### src/rtl/framebuffer_arbiter_if.sv
`default_nettype none
// ============================================================================
// Module      : framebuffer_arbiter_if
// Description : Bundles the three traffic groups around the framebuffer
//               arbiter:
//                 - display side : line_request/line_base in,
//                                  pixel_data/valid/index, line_done and
//                                  line_overrun out, overrun_clear in
//                 - host side    : host_valid/address/data in, host_ready out
//                 - memory side  : mem_address/read/write/write_data out,
//                                  mem_ready/read_data in
//               The slave modport is the arbiter's view. The master modport
//               is the surrounding system (display, host and memory).
// Revision    : 1.0 - initial release
// ============================================================================
interface framebuffer_arbiter_if #(
    parameter int ADDR_WIDTH = 22,
    parameter int DATA_WIDTH = 12
);
    logic                  line_request;
    logic [ADDR_WIDTH-1:0] line_base;
    logic [DATA_WIDTH-1:0] pixel_data;
    logic                  pixel_valid;
    logic [9:0]            pixel_index;
    logic                  line_done;
    logic                  line_overrun;
    logic                  overrun_clear;
    logic                  host_valid;
    logic                  host_ready;
    logic [ADDR_WIDTH-1:0] host_address;
    logic [DATA_WIDTH-1:0] host_data;
    logic [ADDR_WIDTH-1:0] mem_address;
    logic                  mem_read;
    logic                  mem_write;
    logic [DATA_WIDTH-1:0] mem_write_data;
    logic                  mem_ready;
    logic [DATA_WIDTH-1:0] mem_read_data;

    modport slave (
        input  line_request, line_base, overrun_clear,
        input  host_valid, host_address, host_data,
        input  mem_ready, mem_read_data,
        output pixel_data, pixel_valid, pixel_index, line_done, line_overrun,
        output host_ready,
        output mem_address, mem_read, mem_write, mem_write_data
    );

    modport master (
        output line_request, line_base, overrun_clear,
        output host_valid, host_address, host_data,
        output mem_ready, mem_read_data,
        input  pixel_data, pixel_valid, pixel_index, line_done, line_overrun,
        input  host_ready,
        input  mem_address, mem_read, mem_write, mem_write_data
    );
endinterface
`default_nettype wire

### src/rtl/framebuffer_arbiter.sv
`default_nettype none
// ============================================================================
// Module      : framebuffer_arbiter
// Description : Shares a single-port pixel framebuffer between the display
//               line prefetcher (strict priority, one full line per request)
//               and the host pixel writer (buffered in a small FIFO, drained
//               between bursts).
// Ports       : clock - rising-edge clock
//               reset - asynchronous, active-low
//               bus   - framebuffer_arbiter_if.slave (display, host, memory)
// Revision    : 1.0 - initial release
// ============================================================================
module framebuffer_arbiter #(
    parameter int ADDR_WIDTH   = 22,
    parameter int DATA_WIDTH   = 12,
    parameter int LINE_PIXELS  = 640,
    parameter int READ_LATENCY = 2,
    parameter int FIFO_DEPTH   = 4
) (
    input  logic                  clock,
    input  logic                  reset,
    framebuffer_arbiter_if.slave  bus
);

    localparam int c_cnt_w = (LINE_PIXELS > 1) ? $clog2(LINE_PIXELS) : 1;
    localparam int c_ptr_w = (FIFO_DEPTH > 1) ? $clog2(FIFO_DEPTH) : 1;
    localparam logic [c_cnt_w-1:0] c_last_pixel = c_cnt_w'(LINE_PIXELS - 1);
    localparam logic [c_ptr_w:0]   c_fifo_full  = (c_ptr_w + 1)'(FIFO_DEPTH);

    typedef enum logic [1:0] {
        ST_IDLE  = 2'd0,
        ST_WRITE = 2'd1,
        ST_BURST = 2'd2,
        ST_DRAIN = 2'd3
    } state_t;

    state_t                  r_state;
    logic                    r_pending;
    logic [ADDR_WIDTH-1:0]   r_pending_base;
    logic [c_cnt_w-1:0]      r_burst_count;
    logic [ADDR_WIDTH-1:0]   r_mem_address;
    logic                    r_mem_read;
    logic                    r_mem_write;
    logic [DATA_WIDTH-1:0]   r_mem_write_data;
    logic                    r_line_overrun;

    // Host write FIFO
    logic [ADDR_WIDTH-1:0]   r_fifo_addr [FIFO_DEPTH];
    logic [DATA_WIDTH-1:0]   r_fifo_data [FIFO_DEPTH];
    logic [c_ptr_w-1:0]      r_wr_ptr;
    logic [c_ptr_w-1:0]      r_rd_ptr;
    logic [c_ptr_w:0]        r_count;

    // Return path
    logic [READ_LATENCY-1:0] r_valid_pipe;
    logic [c_cnt_w-1:0]      r_ret_count;
    logic [DATA_WIDTH-1:0]   r_pixel_data;
    logic                    r_pixel_valid;
    logic [9:0]              r_pixel_index;
    logic                    r_line_done;

    logic                    w_host_ready;
    logic                    w_push;
    logic                    w_pop;
    logic                    w_read_accept;
    logic                    w_return;

    // host_ready depends only on the occupancy; a pop in the same cycle
    // does not open a slot until the next cycle.
    assign w_host_ready  = (r_count != c_fifo_full);
    assign w_push        = bus.host_valid && w_host_ready;
    assign w_pop         = (r_state == ST_WRITE) && bus.mem_ready;
    assign w_read_accept = r_mem_read && bus.mem_ready;
    assign w_return      = r_valid_pipe[READ_LATENCY-1];

    // ------------------------------------------------------------------
    // Host FIFO
    // ------------------------------------------------------------------
    always_ff @(posedge clock) begin
        if (w_push) begin
            r_fifo_addr[r_wr_ptr] <= bus.host_address;
            r_fifo_data[r_wr_ptr] <= bus.host_data;
        end
    end

    always_ff @(posedge clock or negedge reset) begin
        if (!reset) begin
            r_wr_ptr <= '0;
            r_rd_ptr <= '0;
            r_count  <= '0;
        end else begin
            if (w_push) r_wr_ptr <= r_wr_ptr + c_ptr_w'(1);
            if (w_pop)  r_rd_ptr <= r_rd_ptr + c_ptr_w'(1);
            case ({w_push, w_pop})
                2'b10:   r_count <= r_count + (c_ptr_w + 1)'(1);
                2'b01:   r_count <= r_count - (c_ptr_w + 1)'(1);
                default: r_count <= r_count;
            endcase
        end
    end

    // ------------------------------------------------------------------
    // Arbitration FSM with registered memory strobes
    // ------------------------------------------------------------------
    always_ff @(posedge clock or negedge reset) begin
        if (!reset) begin
            r_state          <= ST_IDLE;
            r_pending        <= 1'b0;
            r_pending_base   <= '0;
            r_burst_count    <= '0;
            r_mem_address    <= '0;
            r_mem_read       <= 1'b0;
            r_mem_write      <= 1'b0;
            r_mem_write_data <= '0;
            r_line_overrun   <= 1'b0;
        end else begin
            // A request that arrives while a line is in flight is dropped;
            // clearing wins over a simultaneous new overrun.
            if (bus.overrun_clear)
                r_line_overrun <= 1'b0;
            else if (bus.line_request && (r_state == ST_BURST || r_state == ST_DRAIN))
                r_line_overrun <= 1'b1;

            case (r_state)
                ST_IDLE: begin
                    if (bus.line_request || r_pending) begin
                        r_state       <= ST_BURST;
                        r_pending     <= 1'b0;
                        r_mem_read    <= 1'b1;
                        r_burst_count <= '0;
                        r_mem_address <= bus.line_request ? bus.line_base : r_pending_base;
                    end else if (r_count != '0) begin
                        r_state          <= ST_WRITE;
                        r_mem_write      <= 1'b1;
                        r_mem_address    <= r_fifo_addr[r_rd_ptr];
                        r_mem_write_data <= r_fifo_data[r_rd_ptr];
                    end
                end
                ST_WRITE: begin
                    // Remember the request so the next IDLE visit starts the
                    // burst ahead of any further queued writes.
                    if (bus.line_request) begin
                        r_pending      <= 1'b1;
                        r_pending_base <= bus.line_base;
                    end
                    if (bus.mem_ready) begin
                        r_mem_write <= 1'b0;
                        r_state     <= ST_IDLE;
                    end
                end
                ST_BURST: begin
                    if (bus.mem_ready) begin
                        if (r_burst_count == c_last_pixel) begin
                            r_mem_read <= 1'b0;
                            r_state    <= ST_DRAIN;
                        end else begin
                            r_burst_count <= r_burst_count + c_cnt_w'(1);
                            r_mem_address <= r_mem_address + ADDR_WIDTH'(1);
                        end
                    end
                end
                ST_DRAIN: begin
                    if (r_valid_pipe == '0) r_state <= ST_IDLE;
                end
                default: r_state <= ST_IDLE;
            endcase
        end
    end

    // ------------------------------------------------------------------
    // Return path: one valid bit per accepted read, READ_LATENCY deep
    // ------------------------------------------------------------------
    always_ff @(posedge clock or negedge reset) begin
        if (!reset) begin
            r_valid_pipe  <= '0;
            r_ret_count   <= '0;
            r_pixel_data  <= '0;
            r_pixel_valid <= 1'b0;
            r_pixel_index <= '0;
            r_line_done   <= 1'b0;
        end else begin
            r_valid_pipe[0] <= w_read_accept;
            for (int i = 1; i < READ_LATENCY; i++) begin
                r_valid_pipe[i] <= r_valid_pipe[i-1];
            end
            r_pixel_valid <= w_return;
            r_line_done   <= w_return && (r_ret_count == c_last_pixel);
            if (w_return) begin
                r_pixel_data  <= bus.mem_read_data;
                r_pixel_index <= 10'(r_ret_count);
                r_ret_count   <= (r_ret_count == c_last_pixel) ? '0 : r_ret_count + c_cnt_w'(1);
            end
        end
    end

    assign bus.host_ready     = w_host_ready;
    assign bus.mem_address    = r_mem_address;
    assign bus.mem_read       = r_mem_read;
    assign bus.mem_write      = r_mem_write;
    assign bus.mem_write_data = r_mem_write_data;
    assign bus.pixel_data     = r_pixel_data;
    assign bus.pixel_valid    = r_pixel_valid;
    assign bus.pixel_index    = r_pixel_index;
    assign bus.line_done      = r_line_done;
    assign bus.line_overrun   = r_line_overrun;

endmodule
`default_nettype wire

### src/flat_wrapper.sv
// flat-port wrapper written by rule: the top's interface ports become plain ports
module framebuffer_arbiter_flat 
#(
    parameter int ADDR_WIDTH   = 22,
    parameter int DATA_WIDTH   = 12,
    parameter int LINE_PIXELS  = 640,
    parameter int READ_LATENCY = 2,
    parameter int FIFO_DEPTH   = 4
)
  (clock, reset, bus_line_request, bus_line_base, bus_overrun_clear, bus_host_valid, bus_host_address, bus_host_data, bus_mem_ready, bus_mem_read_data, bus_pixel_data, bus_pixel_valid, bus_pixel_index, bus_line_done, bus_line_overrun, bus_host_ready, bus_mem_address, bus_mem_read, bus_mem_write, bus_mem_write_data);
  framebuffer_arbiter_if #(.ADDR_WIDTH(ADDR_WIDTH), .DATA_WIDTH(DATA_WIDTH)) bus_i ();
  input  logic clock;
  input  logic reset;
  input wire logic [$bits(bus_i.line_request)-1:0] bus_line_request;
  input wire logic [$bits(bus_i.line_base)-1:0] bus_line_base;
  input wire logic [$bits(bus_i.overrun_clear)-1:0] bus_overrun_clear;
  input wire logic [$bits(bus_i.host_valid)-1:0] bus_host_valid;
  input wire logic [$bits(bus_i.host_address)-1:0] bus_host_address;
  input wire logic [$bits(bus_i.host_data)-1:0] bus_host_data;
  input wire logic [$bits(bus_i.mem_ready)-1:0] bus_mem_ready;
  input wire logic [$bits(bus_i.mem_read_data)-1:0] bus_mem_read_data;
  output wire logic [$bits(bus_i.pixel_data)-1:0] bus_pixel_data;
  output wire logic [$bits(bus_i.pixel_valid)-1:0] bus_pixel_valid;
  output wire logic [$bits(bus_i.pixel_index)-1:0] bus_pixel_index;
  output wire logic [$bits(bus_i.line_done)-1:0] bus_line_done;
  output wire logic [$bits(bus_i.line_overrun)-1:0] bus_line_overrun;
  output wire logic [$bits(bus_i.host_ready)-1:0] bus_host_ready;
  output wire logic [$bits(bus_i.mem_address)-1:0] bus_mem_address;
  output wire logic [$bits(bus_i.mem_read)-1:0] bus_mem_read;
  output wire logic [$bits(bus_i.mem_write)-1:0] bus_mem_write;
  output wire logic [$bits(bus_i.mem_write_data)-1:0] bus_mem_write_data;
  assign bus_i.line_request = bus_line_request;
  assign bus_i.line_base = bus_line_base;
  assign bus_i.overrun_clear = bus_overrun_clear;
  assign bus_i.host_valid = bus_host_valid;
  assign bus_i.host_address = bus_host_address;
  assign bus_i.host_data = bus_host_data;
  assign bus_i.mem_ready = bus_mem_ready;
  assign bus_i.mem_read_data = bus_mem_read_data;
  assign bus_pixel_data = bus_i.pixel_data;
  assign bus_pixel_valid = bus_i.pixel_valid;
  assign bus_pixel_index = bus_i.pixel_index;
  assign bus_line_done = bus_i.line_done;
  assign bus_line_overrun = bus_i.line_overrun;
  assign bus_host_ready = bus_i.host_ready;
  assign bus_mem_address = bus_i.mem_address;
  assign bus_mem_read = bus_i.mem_read;
  assign bus_mem_write = bus_i.mem_write;
  assign bus_mem_write_data = bus_i.mem_write_data;
  framebuffer_arbiter #(.ADDR_WIDTH(ADDR_WIDTH), .DATA_WIDTH(DATA_WIDTH), .LINE_PIXELS(LINE_PIXELS), .READ_LATENCY(READ_LATENCY), .FIFO_DEPTH(FIFO_DEPTH)) u_core (.clock(clock), .reset(reset), .bus(bus_i));
endmodule
### config.mk
export PLATFORM = sky130hd
export DESIGN_NAME = framebuffer_arbiter_flat
export DESIGN_NICKNAME = d
export VERILOG_FILES = /design/src/rtl/framebuffer_arbiter_if.sv /design/src/rtl/framebuffer_arbiter.sv /design/src/flat_wrapper.sv
export SDC_FILE = /design/constraint.sdc
export NUM_CORES = 1
export LEC_CHECK = 0
export ABC_CLOCK_PERIOD_IN_PS = 6700
export CAP_MARGIN = 20
export CORE_MARGIN = 2
export CORE_UTILIZATION = 45
export DETAILED_ROUTE_END_ITERATION = 10
export PLACE_DENSITY = 0.67
export SLEW_MARGIN = 20
export SYNTH_ARGS = -nofsm -noshare
export SYNTH_HDL_FRONTEND = slang
export SYNTH_SLANG_ARGS = --single-unit
### constraint.sdc
create_clock -name clock -period 6.7 [get_ports clock]
set_clock_uncertainty 0.2 [all_clocks]
set_input_delay 1.34 -clock clock [delete_from_list [all_inputs] [get_ports clock]]
set_output_delay 1.34 -clock clock [all_outputs]
set_load 0.01 [all_outputs]
### Yosys cells after proc, flatten, opt, wreduce, memory -nomap -nowiden

Memory sizes are Yosys's and may differ from the RTL's. A register that Yosys moved wholly into a read port is not among the register bits.
Cells that the tools add are included.

| operators by class | value |
|---|---|
| add/sub/neg operators | 7 |
| multiply operators | 0 |
| div/mod/pow operators | 0 |
| order comparisons | 0 |
| equality and inequality tests | 18 |
| shift operators | 0 |
| muxes and demuxes | 34 |
| bitwise gates (word level) | 1 |
| reduce and logical (&&, ||, !) cells | 22 |

Operators by type and width:

| cell | count |
|---|---|
| $mux 22 | 5 |
| $pmux 22 s2 | 1 |
| $mux 10 | 4 |
| $add 22x1->22 const B | 1 |
| $add 10x1->10 const B | 2 |
| $eq 10x10->1 const B | 2 |
| $pmux 10 s2 | 1 |
| $reduce_and 4->1 | 4 |
| $ne 2x2->1 const B | 7 |
| $mux 1 | 12 |
| $mux 2 | 6 |
| $pmux 2 s4 | 1 |
| $reduce_bool 2->1 | 4 |
| $eq 2x2->1 const B | 3 |
| $pmux 1 s2 | 3 |
| $pmux 3 s2 | 1 |
| $reduce_and 3->1 | 2 |
| $logic_and 1x1->1 | 5 |
| $reduce_and 5->1 | 1 |
| $add 2x1->2 const B | 2 |
| $eq 2x1->1 const B | 2 |
| $logic_not 2->1 | 2 |
| $ne 2x1->1 const B | 2 |
| $add 3x1->3 const B | 1 |
| other kinds (7) | 8 |

| storage, ports and cells | value |
|---|---|
| register bits after elaboration | 103 |
| latch bits | 0 |
| bits in writable memories | 136 |
| ROM bits | 0 |
| input port bits | 74 |
| output and inout port bits | 62 |
| logic and storage cells | 101 |
| memories | 2 |

Memory list:

| memory | depth | width | read ports | clocked after Yosys merged registers in | wr ports | RTL line | text |
|---|---|---|---|---|---|---|---|
| u_core.r_fifo_addr | 4 | 22 | 1 | 0 | 1 | framebuffer_arbiter.sv:48 | `logic [ADDR_WIDTH-1:0] r_fifo_addr [FIFO_DEPTH];` |
| u_core.r_fifo_data | 4 | 12 | 1 | 1 | 1 | framebuffer_arbiter.sv:49 | `logic [DATA_WIDTH-1:0] r_fifo_data [FIFO_DEPTH];` |

### Longest topological paths before layout

| depth | value |
|---|---|
| depth in word-level cells | 5 |
| gate-level depth with buffers | 10 |
| mapped depth without buffers | 10 |

### Worst setup path after synthesis

OpenSTA, ideal clock, no wires.

| timing path | value |
|---|---|
| path type | input to register |
| start point | input port bus_mem_ready |
| end point | register u_core.r_count[2] |
| library setup time | 79 ps |
| arrival time | 2616 ps |
| required time | 6421 ps |
| path slack | 3805 ps |
| cell stages on the path | 8 |
| path buffers | 0 |
| cells stage by stage | nand2_1 nor2_1 ha_1 inv_1 fa_1 xor2_1 nor2_1 xor2_1 |

| between the ends | value |
|---|---|
| word-level cells in the longest chain between the ends | 3 |
| elaborated cells between the ends (all ways) | 5 |
| classes of those cells | eq/ne (2); mux (1); reduce/logical (2) |

RTL lines:

| item | RTL line | text |
|---|---|---|
| start, declared | flat_wrapper.sv:20 | `input wire logic [$bits(bus_i.mem_ready)-1:0] bus_mem_ready;` |
| $logic_and 1x1->1 (*) | framebuffer_arbiter.sv:72 | `assign w_pop = (r_state == ST_WRITE) && bus.mem_ready;` |
| net u_core.w_pop | framebuffer_arbiter.sv:64 | `logic w_pop;` |
| $eq 2x1->1 / $eq 2x2->1 (equally long branches) | framebuffer_arbiter.sv:94 | `case ({w_push, w_pop})` |
| $pmux 3 s2 / $reduce_bool 2->1 (equally long branches) | - |  |
| end signal, assigned | framebuffer_arbiter.sv:95 | `2'b10: r_count <= r_count + (c_ptr_w + 1)'(1);` |
| end signal, assigned | framebuffer_arbiter.sv:96 | `2'b01: r_count <= r_count - (c_ptr_w + 1)'(1);` |
| end signal, assigned | framebuffer_arbiter.sv:97 | `default: r_count <= r_count;` |
| end, declared | framebuffer_arbiter.sv:52 | `logic [c_ptr_w:0] r_count;` |

Mark *: on every way through the listed nets, which the timed path passes. The rest lies on a longest branch.
A chain may end at the register's enable or synchronous reset.

### Worst setup path after layout

| timing path | value |
|---|---|
| start point | input port bus_line_request |
| end point | register u_core.r_pending_base[3] |

| between the ends | value |
|---|---|
| word-level cells in the longest chain between the ends | 1 |

RTL lines:

| item | RTL line | text |
|---|---|---|
| start, declared | flat_wrapper.sv:14 | `input wire logic [$bits(bus_i.line_request)-1:0] bus_line_request;` |
| $mux 22 | - |  |
| end signal, assigned | framebuffer_arbiter.sv:144 | `r_pending_base <= bus.line_base;` |
| end, declared | framebuffer_arbiter.sv:39 | `logic [ADDR_WIDTH-1:0] r_pending_base;` |

Every way passes these cells.

==> flow_metrics.py <==
metrics = {
    "floorplanning": {
        "start_util_pct": 45.55,
        "die_y_um": 157.7,
        "dieArea_mm2": 0.02486,
        "rows": 56,
        "ios": 136,
        "fp.coreArea_mm2": 0.02333,
        "die_w_um": 157.7,
    },
    "cells_and_area": {
        "num_antenna_cells": 0,
        "mostFrequentLayoutCell": "edfxtp_1",
        "drive_gt1_share_pct": 14.64,
        "final_cell_mix": "edfxtp_1 (136), clkdlybuf4s50_1 (134), dfrtp_1 (114)",
        "syn_to_final_growth_pct": 25.39,
        "num-fill-cells": 1873,
        "design_area_mm2": 0.01333,
        "nNetsFinal": 951,
    },
    "route": {
        "ant_nets": 0,
        "highest_layer": "met4",
        "drt-total-wl_mm": 23.14,
        "num_vias": 6632,
        "dr_wl_met2_mm": 10.73,
        "wl_met1_mm": 10.38,
        "drt-vias-per-instance": 5.495,
        "initialDrtViolationCount": 432,
        "met3_length_mm": 1.431,
        "wire_per_inst_um": 19.17,
        "firstDrtPassIters": 5,
        "drc": 0,
    },
    "sta": {
        "tightest_slew_ps": 951.2,
        "finalHoldViolCount": 0,
        "rsz0062_at_grt": "no",
        "maxSlewViolCount": 0,
        "final.min_clock_period_ps": 3374,
        "max_freq_mhz": 296.4,
        "fin_crit_sh_pct": 50.35,
        "setup_viol": 0,
        "slew_headroom_pct": 36.43,
        "finalSetupTns_ps": 0,
    },
    "clock_network": {
        "cts-resized-gates": 0,
        "ctsHoldBuffers": 0,
        "insertion_delay_ps": 540,
        "root_buffer": "clkbuf_16",
        "post-cts-setup-buffer-count": 0,
        "cts_tree": "done",
        "cts.sinks": 251,
        "h-tree-depth": 1,
        "cts_buffer_depth": 3,
        "clk_pin_slew_ps": 60,
        "cts-buffers-inserted": 26,
    },
    "global_routing": {
        "grt_use_total_pct": 18.70,
        "grt_max_degree": 77,
        "overflow": 0,
        "grt_pass1_wl_mm": 35.96,
        "grt_pass1_vias": 6514,
        "antenna_found_initial": 0,
    },
    "yosys": {
        "synth_top_area_cell": "edfxtp_1",
        "synthTopCellsByArea": "edfxtp_1 (38%), dfrtp_1 (27%), mux4_2 (5.1%)",
        "syn_area_per_cell_um2": 14.58,
        "seq_area_frac_synth_pct": 65.51,
        "synthFlopType": "edfxtp_1",
        "synth_top_area_share_pct": 38.43,
        "syn_inst": 729,
        "synth_edf_count": 136,
        "synth_fp_nets": 812,
        "synthArstFlopShare_pct": 45.82,
        "synth_cell_types": 70,
        "synth_seq_cells": 251,
        "syn_area_mm2": 0.01063,
        "synth_warnings": 0,
    },
    "critical_path": {
        "critPathLaunch": "bus_line_request",
        "r2r_slack_ps": 3740,
        "rr_endpoint": "u_core.bus.mem_address[18]",
        "r2r_cells": 6,
        "cp.depth": 6,
        "cp-endpoint": "u_core.r_pending_base[3]",
        "cp_cell_sequence": "clkdlybuf4s50_1 -> buf_4 -> inv_2 -> nor2_1 -> nand2_1 -> mux2_1",
        "critPathBufInv": 3,
        "critPathKind": "in -> reg",
        "critPathSlowestCell": "nand2_1",
        "end_kind": "register",
        "required_ps": 6910,
        "r2r_start": "u_core.r_rd_ptr[1]",
        "cp_slowest_stage_delay_ps": 580,
        "crit_path_max_fanout": 22,
        "cp.arrival_ps": 3590,
        "cp-start-kind": "primary input",
        "crit_family": "buffers and inverters",
    },
    "power": {
        "p_leak_nw": 5.008,
        "ir_drop_uv": 295.4,
        "power_density_mw_per_mm2": 391.6,
    },
    "status": {
        "status": "finished, final reports clean",
    },
    "place": {
        "dp.final_hpwl_mm": 15.21,
        "placed_area_mm2": 0.01230,
        "io_buffers": 135,
        "place.gp.congestion": 0.7990,
    },
    "min_path": {
        "min_path_type": "reg -> reg",
        "hold_depth": 0,
    },
    "run": {
        "drv_cap": 0,
    },
}
logic make-up after synthesis:
kind of cell    synth area share (%)
flops                          65.51
fa+ha+maj                      1.130
xor+xnor                       1.319
simple gates                   7.417
buf+inv                        2.131
mux                            13.75
compound gates                 8.748
state kept, by name (all words and copies together) (netlist names), 3 cells and up:
name,flops
u_core.bus.mem_address,22
u_core.bus.mem_write_data,12
u_core.bus.pixel_data,12
u_core.bus.pixel_index,10
u_core.r_burst_count,10
u_core.r_count,3
u_core.r_fifo_addr,88
u_core.r_fifo_data,48
u_core.r_pending_base,22
u_core.r_ret_count,10
synth_stat cells, types with 5 or more instances:
cell type	n
nor2_1	28
nand3_1	20
nand2_1	37
o21ai_1	12
o31ai_1	6
buf_1	6
inv_1	14
dfrtp_1	115
edfxtp_1	136
mux2_2	36
a21oi_1	33
buf_2	10
nand4_1	5
o221ai_1	6
xor2_1	8
nor3_1	7
mux2i_1	29
o21ai_0	27
mux4_2	24
xnor2_1	8
and3_1	12
nand2b_1	11
o22ai_1	8
ha_1	8
clkbuf_1	17
a31oi_1	6
mux2_1	20
per-layer routing:
metal	up-vias	GRT usage, %
met5	-	0
met4	0	5.498
met3	35	3.723
met2	179	29.79
met1	3328	26.17
li1	3090	-
where the power goes:
part / internal, W / switching [W] / total [W]
clock: 0.00102 / 0.000613 / 0.00163
combinational: 0.000647 / 0.000657 / 0.00130
sequential: 0.00201 / 0.000267 / 0.00228
total: 0.00368 / 0.00154 / 0.00522
worst register-to-register path, cell delays in order, from the launching register on:
cell and delay (ps):
dfrtp_1 810, buf_4 370, or2_0 540, o22ai_1 270, a211oi_1 260, nor2_1 90
a211o_1 300
stage by stage:
stage	cells	hold slack [ps]	total power (W)	util, %	setup slack, ps
detailed placement	1158	214.3	0.003618	52.71	2763
finish	1207	225.0	0.005219	57.12	3326
floorplan	729	171.2	0.003022	-	3805
global placement	1158	211.7	0.003594	52.71	2823
CTS	1206	228.3	0.005268	57.00	3319
global route	1207	236.9	0.005492	57.12	3165
layout make-up:
| class | count | area (um^2) | share of cell area (%) |
|---|---|---|---|
| clock buffer | 30 | 695.7 | 5.220 |
| clock inverter | 18 | 304.0 | 2.281 |
| inverter | 15 | 56.30 | 0.4225 |
| multi-input combinational | 426 | 3442 | 25.83 |
| sequential | 251 | 6963 | 52.25 |
| tap | 319 | 399.1 | 2.995 |
| timing repair buffer | 148 | 1466 | 11.00 |
worst min path at each step:
stage	endpoint	start	slack, ps
after floorplan	u_core.r_valid_pipe[1]	u_core.r_valid_pipe[0]	170
after global placement	u_core.r_valid_pipe[1]	u_core.r_valid_pipe[0]	210
after detailed placement	u_core.r_valid_pipe[1]	u_core.r_valid_pipe[0]	210
after CTS	u_core.r_valid_pipe[1]	u_core.r_valid_pipe[0]	230
after global routing	u_core.r_valid_pipe[1]	u_core.r_valid_pipe[0]	240
final	u_core.r_valid_pipe[1]	u_core.r_valid_pipe[0]	230
Note: power is estimated with default switching activity, not from simulation.
